==> config.mk <==
export PLATFORM = sky130hd
export DESIGN_NAME = reorder_buffer
export DESIGN_NICKNAME = d
export VERILOG_FILES = /design/src/rtl/reorder_buffer.sv
export SDC_FILE = /design/constraint.sdc
export NUM_CORES = 1
export LEC_CHECK = 0
export ABC_AREA = 1
export CAP_MARGIN = 10
export CORE_UTILIZATION = 66
export CTS_CLUSTER_SIZE = 14
export DETAILED_ROUTE_END_ITERATION = 12
export GPL_TIMING_DRIVEN = 0
export PLACE_DENSITY = 0.87
export SETUP_SLACK_MARGIN = 0.05
export SLEW_MARGIN = 20
export SYNTH_ARGS = -nofsm -noshare
export SYNTH_HDL_FRONTEND = slang
export SYNTH_SLANG_ARGS = --single-unit
==> constraint.sdc <==
create_clock -name clk -period 7.8 [get_ports clk]
set_input_delay 2.34 -clock clk [delete_from_list [all_inputs] [get_ports clk]]
set_output_delay 2.34 -clock clk [all_outputs]
set_load 0.05 [all_outputs]
==> src/rtl/reorder_buffer.sv <==
// rtl/reorder_buffer.sv - in-order retirement buffer with out-of-order completion by tag.
// Optional ROB_COMPLETE_BYPASS_EN: a completing head entry may commit in its completion cycle.
`ifndef NUM_REG
`define NUM_REG 64
`endif

module reorder_buffer #(
    parameter int DEPTH  = 16,
    parameter int PREG_W = $clog2(`NUM_REG),
    parameter int VREG_W = 4
) (
    input  logic                       clk,
    input  logic                       n_rst,
    input  logic                       alloc_valid,
    output logic                       alloc_ready,
    input  logic                       alloc_dest_valid,
    input  logic [VREG_W-1:0]          alloc_v_reg,
    input  logic [PREG_W-1:0]          alloc_p_reg,
    input  logic [PREG_W-1:0]          alloc_old_p_reg,
    output logic [$clog2(DEPTH)-1:0]   alloc_tag,
    input  logic                       complete_valid,
    input  logic [$clog2(DEPTH)-1:0]   complete_tag,
    output logic                       commit_valid,
    input  logic                       commit_ready,
    output logic                       commit_dest_valid,
    output logic [VREG_W-1:0]          commit_v_reg,
    output logic [PREG_W-1:0]          commit_p_reg,
    output logic [PREG_W-1:0]          commit_old_p_reg,
    input  logic                       flush,
    output logic [$clog2(DEPTH):0]     count
);

    localparam int IDX_W = $clog2(DEPTH);

    logic [IDX_W:0]     head_q, head_d, tail_q, tail_d, count_q, count_d;
    logic [DEPTH-1:0]   valid_q, valid_d, done_q, done_d;
    logic               dest_q  [DEPTH];
    logic [VREG_W-1:0]  v_reg_q [DEPTH];
    logic [PREG_W-1:0]  p_reg_q [DEPTH];
    logic [PREG_W-1:0]  old_q   [DEPTH];

    logic [IDX_W-1:0]   head_idx, tail_idx;
    logic               full, head_done, complete_hit, do_alloc, do_commit;

    assign head_idx = head_q[IDX_W-1:0];
    assign tail_idx = tail_q[IDX_W-1:0];
    assign full     = (head_idx == tail_idx) && (head_q[IDX_W] != tail_q[IDX_W]);

`ifdef ROB_COMPLETE_BYPASS_EN
    assign head_done = done_q[head_idx] || (complete_valid && complete_tag == head_idx);
`else
    assign head_done = done_q[head_idx];
`endif

    // Completions for free or already-done slots are dropped.
    assign complete_hit = complete_valid && valid_q[complete_tag] && !done_q[complete_tag];

    assign alloc_ready  = !full;
    assign commit_valid = valid_q[head_idx] && head_done;
    assign do_alloc     = alloc_valid && alloc_ready;
    assign do_commit    = commit_valid && commit_ready;

    always_comb begin
        head_d  = head_q;
        tail_d  = tail_q;
        valid_d = valid_q;
        done_d  = done_q;
        count_d = count_q + (IDX_W+1)'(do_alloc) - (IDX_W+1)'(do_commit);
        if (complete_hit) begin
            done_d[complete_tag] = 1'b1;
        end
        if (do_commit) begin
            valid_d[head_idx] = 1'b0;
            done_d[head_idx]  = 1'b0;
            head_d            = head_q + 1'b1;
        end
        if (do_alloc) begin
            valid_d[tail_idx] = 1'b1;
            done_d[tail_idx]  = 1'b0;
            tail_d            = tail_q + 1'b1;
        end
        if (flush) begin
            head_d  = '0;
            tail_d  = '0;
            valid_d = '0;
            done_d  = '0;
            count_d = '0;
        end
    end

    always_ff @(posedge clk or posedge n_rst) begin
        if (n_rst) begin
            head_q  <= '0;
            tail_q  <= '0;
            valid_q <= '0;
            done_q  <= '0;
            count_q <= '0;
        end else begin
            head_q  <= head_d;
            tail_q  <= tail_d;
            valid_q <= valid_d;
            done_q  <= done_d;
            count_q <= count_d;
        end
    end

    // Payload needs no reset: outputs are gated by the head valid bit.
    always_ff @(posedge clk) begin
        if (do_alloc && !flush) begin
            dest_q[tail_idx]  <= alloc_dest_valid;
            v_reg_q[tail_idx] <= alloc_v_reg;
            p_reg_q[tail_idx] <= alloc_p_reg;
            old_q[tail_idx]   <= alloc_old_p_reg;
        end
    end

    assign commit_dest_valid = valid_q[head_idx] && dest_q[head_idx];
    assign commit_v_reg      = {VREG_W{valid_q[head_idx]}} & v_reg_q[head_idx];
    assign commit_p_reg      = {PREG_W{valid_q[head_idx]}} & p_reg_q[head_idx];
    assign commit_old_p_reg  = {PREG_W{valid_q[head_idx]}} & old_q[head_idx];
    assign alloc_tag         = tail_idx;
    assign count             = count_q;

endmodule
Word level (Yosys, flattened, before mapping)
Memories as Yosys holds them, arrays and structs flattened.
Cells that the tools add are included.
- flip-flop bits (word level): 47
- memories: 4
- logic and storage cells: 75
- output and inout port bits: 28
- input port bits: 27
- bits in writable memories: 272
- memories (name ; words ; width ; rd ports ; clocked after memory_dff ; write ports ; line ; text):
    old_q ; 16 ; 6 ; 1 ; 0 ; 1 ; 40 ; logic [PREG_W-1:0] old_q [DEPTH];
    p_reg_q ; 16 ; 6 ; 1 ; 0 ; 1 ; 39 ; logic [PREG_W-1:0] p_reg_q [DEPTH];
    v_reg_q ; 16 ; 4 ; 1 ; 0 ; 1 ; 38 ; logic [VREG_W-1:0] v_reg_q [DEPTH];
    dest_q ; 16 ; 1 ; 1 ; 0 ; 1 ; 37 ; logic dest_q [DEPTH];
- muxes and demuxes: 28
- reductions and logical operators: 16
- add/sub/neg operators: 4
- bitwise operators: 10
- magnitude comparators: 6
- eq/ne operators: 2
- operator list (operator ; number):
    2-to-1 mux 16 bit ; 7
    bitwise AND 16 bit ; 3
    inverter 16 bit ; 2
    bitwise OR 16 bit ; 2
    2-to-1 mux 5 bit ; 5
    binary-select mux 1 bit (select 4 bit) ; 4
    less-than comparator 4 x 5 -> 1 bit (second input constant) ; 3
    bitwise AND 6 bit ; 2
    demux 1 bit (select 4 bit) ; 3
    >= comparator 4 x 1 -> 1 bit (second input constant) ; 3
    logical AND 1 bit ; 11
    adder 5 x 1 -> 5 bit (second input constant) ; 2
    2-to-1 mux 1 bit ; 9
    adder 5 x 1 -> 5 bit ; 1
    subtractor 5 x 1 -> 5 bit ; 1
    bitwise AND 4 bit ; 1
    == test 4 bit ; 1
    nonzero test 2 bit ; 2
    zero test 1 bit ; 3
    inequality test 1 bit ; 1

Logic depth before layout (Yosys ltp)
- depth after elaboration: 11
- gate-level depth with buffers: 22
- mapped depth without buffers: 21

Worst setup path before layout
OpenSTA, ideal clock, no wires.
- kind: reg2out
- from: register head_q[0]
- to: output commit_p_reg[0]
- buffers on the path: 3
- path slack: 3236 ps
- data arrival time: 2224 ps
- required time: 5460 ps
- stages on the path, launching flop included: 9
- path through: dfrtp_1 > inv_2 > buf_4 > buf_2 > clkbuf_1 > o21ai_0 > o22ai_1 > nand2_1 > a41oi_1
- cells in the longest elaborated chain, start to end: 3
- elaborated cells between the ends (all ways): 4
- those cells by class: mux (2); bitwise (1); memory (1)
- ends and longest elaborated chain (item ; line ; text):
    from (decl) ; 35 ; logic [IDX_W:0] head_q, head_d, tail_q, tail_d, count_q, count_d;
    from (signal assigned) ; 93 ; head_q <= '0;
    from (signal assigned) ; 99 ; head_q <= head_d;
    binary-select mux 1 bit (select 4 bit) ; 119 ; assign commit_p_reg = {PREG_W{valid_q[head_idx]}} & p_reg_q[head_idx];
    2-to-1 mux 1 bit (not written as such) ; 119 ;
    bitwise AND 6 bit (*) ; 119 ;
    to (decl) ; 27 ; output logic [PREG_W-1:0] commit_p_reg,
Mark *: on every way between the ends. The rest lies on a longest branch, timed or not. The select of a mux whose other input is x is not followed.

Worst setup path after layout
- from: register head_q[1]
- to: output commit_p_reg[1]
The elaborated chain is that of the path after synthesis.

==> results by group <==
Critical path
  • Setup CP Type: reg -> out
  • Worst setup EP type: output port
  • Critical Path Most Common Cell: clkbuf_1
  • Max incr delay on CP: 910 ps
  • Req. time, crit path: 5460 ps
  • Crit path max fanout: 11
  • CP max-delay cell: clkdlybuf4s50_1
  • WP data arrival: 4250 ps
  • Setup slack, reg-to-reg: 4470 ps
  • Critical-path cell list: buf_4 -> inv_4 -> clkbuf_1 -> clkbuf_1 -> o21ai_0 -> o22ai_1 -> nand2_1 -> a41oi_1 -> clkdlybuf4s50_1
  • CP startpoint kind: flop

Power
  • Leak Pwr: 0.00625 uW
  • Int Power: 2770 uW
  • Power share of the sequential group: 52.5%
  • Clk network pwr share: 40.4%
  • Net switching fraction of the power: 22.6%
  • Sw Pwr: 812 uW
  • Maximum vdd drop: 216 uV
  • Comb pwr share: 7.1%
  • PD cells: 222 nW/um^2

Run status
  • Status: complete, no violations

Global route
  • Met1 Use GR: 47.5%
  • Largest net degree at the start of global routing: 33
  • Met3 Use GR: 8.38%
  • First-pass GRT wire length: 62.4 mm
  • Met2 Use GR: 62.8%
  • Total GRT Usage: 38.6%
  • Overflow after GRT: 0
  • Initial antenna violation count: 0
  • Vias in the first global route: 11,100
  • Global routing's busiest layer: met2

Clocking
  • Skew-Pair Late Insertion Delay: 580 ps
  • Clock buffer depth: 3
  • Total CTS buffers: 30
  • Clock transition at path regs: 70 ps
  • CTS root buf: clkbuf_16
  • Resize count post-CTS: 0
  • Num Clock Sinks: 319
  • Post-CTS setup buffers: 0
  • H-tree levels: 1
  • CTS Hold Bufs: 0
  • CTS tree: built

Yosys
  • YS warnings: 0
  • Register bit count reported by yosys: 319
  • Number of enable flip-flop cells after synthesis: 272
  • Post-synthesis cell type count: 33
  • Mapped Area: 14,300 um^2
  • Ys flop type: edfxtp_1
  • Synthesized instance count: 1,363
  • Seq/Total Area, Yosys: 65.3%
  • Syn avg cell area: 10.5 um^2
  • Syn Nets: 1,404
  • Async S/R FF share, synth: 14.7%

Drt
  • Wire per inst: 23.6 um
  • Routed vias/inst: 6.40
  • Drt drc: 0
  • Drt first pass iters: 6
  • Final wirelength: 41.1 mm
  • Initial DRC count: 1,443
  • Vias: 11,200
  • Antenna Nets Post-Route: 0

Finish
  • ANT cells: 0
  • Area growth from synthesis to layout: 12.9%
  • FILL cells: 1,369
  • Most common cell after layout, fill and taps aside: nand2_1
  • Final Util: 76.4%
  • Commonest cells after routing, fill and taps aside: 301 x nand2_1, 272 x edfxtp_1, 230 x nor2_1, 148 x o21ai_0, 83 x inv_1
  • Share of cells above drive strength 1: 8.58%
  • Nets: 1,488

Floorplan
  • Io pins: 55
  • Die width: 149 um
  • Row count: 53
  • Starting Density: 67.7%
  • Core area: 21,200 um^2
  • Die Footprint: 22,300 um^2
  • Die H: 149 um

STA
  • Slew margin rel.: 36.4%
  • Post-layout min period: 6590 ps
  • RSZ-0062 raised after global routing: no
  • Crit share post-route: 84.5%
  • Final Skew: 21.2 ps
  • # setup viols final: 0
  • Hold slack: 547 ps
  • Pins Over Slew Limit: 0
  • Max Clk Rate: 152 MHz
  • Setup Total Neg Slack: 0 ps
  • Final Hold Viols: 0
  • Slew @ Worst Pin: 953 ps

Place
  • Dpl hpwl: 27.2 mm
  • Port-buffer cells: 51
  • RD Place Congestion: 1.01

Run
  • Maxcap violations: 0

Worst hold path
  • Worst hold path class: reg -> reg
-- cell usage after synthesis (6+ instances only) --
master	number	area share [%]
nand2_1	301	7.9
edfxtp_1	272	57
nor2_1	230	6.0
o21ai_0	148	5.2
inv_1	84	2.2
o22ai_1	70	3.1
dfrtp_1	47	8.2
clkbuf_1	37	0.97
nand3_1	28	0.98
buf_2	21	0.73
a41oi_1	17	1.0
ha_1	13	1.1
nand3_2	10	0.70
buf_4	9	0.47
nand4_1	9	0.39
nand4_2	9	0.79
o21ai_1	9	0.31
buf_6	8	0.63
inv_2	6	0.16
xor2_1	6	0.37
-- cell families after synthesis --
logic type	share of synthesized area (%)
AOI/OAI and AO/OA	9.82
adders and majority gates	1.28
and+or+nand+nor	17.8
DFF	65.3
buffers and inverters	5.36
xor gates and xnor gates	0.428
-- routing by layer --
layer | part of all wire (%) | vias to the layer above
li1 | - | 4850
met1 | 34 | 5202
met2 | 48 | 906
met3 | 12 | 195
met4 | 6.2 | 0
met5 | 0 | -
-- power by group through the flow --
stage | registers, uW | logic, uW | clock network, uW
floorplan | 1940 | 127 | 0
global placement | 1920 | 243 | 0
detailed placement | 1920 | 249 | 0
CTS | 1880 | 251 | 1440
global route | 1880 | 269 | 1510
finish | 1880 | 255 | 1450
-- path summary, 6_finish.rpt --
path                                          to  cells past startpoint                   from
max                              commit_p_reg[1]                      9  head_q[1]$_DFFE_PP0P_
min                        tail_q[4]$_DFFE_PP0P_                      1  tail_q[4]$_DFFE_PP0P_
max reg2reg                   count[4]$_DFF_PP0_                     22  head_q[1]$_DFFE_PP0P_
min reg2reg                tail_q[4]$_DFFE_PP0P_                      1  tail_q[4]$_DFFE_PP0P_
max in group asynchronous   done_q[13]$_DFF_PP0_                      3                  n_rst
min in group asynchronous   valid_q[6]$_DFF_PP0_                      2                  n_rst
-- registers in the layout (all words and copies together) (netlist names) --
| name | count |
|---|---|
| count | 5 |
| dest_q | 16 |
| done_q | 16 |
| head_q | 5 |
| old_q | 96 |
| p_reg_q | 96 |
| tail_q | 5 |
| v_reg_q | 64 |
| valid_q | 16 |
-- worst max-delay path, delay by kind of cell, from the launching register on --
kind / cells / cell delay, ps
compound gates: 3 / 930
buf+inv: 5 / 2260
flops: 1 / 400
simple gates: 1 / 90
-- final cells by class --
class,count,area [um^2],share of cell area [%]
flip-flops and latches,319,9340,57.8
multi-input cells,873,4200,26.0
inverters,92,350,2.17
repair buffers,52,531,3.28
plain buffers,79,417,2.58
clock inverters,14,124,0.766
clock buffers,40,850,5.26
well taps,275,344,2.13
-- per-stage QoR --
step	worst slack, ps	total power (uW)	cells	cell area (um^2)
floorplan	3240	2060	1363	14300
finish	1210	3590	1744	16200
global placement	2150	2160	1689	15200
CTS	1350	3580	1744	16200
detailed placement	2070	2170	1690	15200
global route	1150	3660	1744	16200
Note: power is estimated with default switching activity, not from simulation.
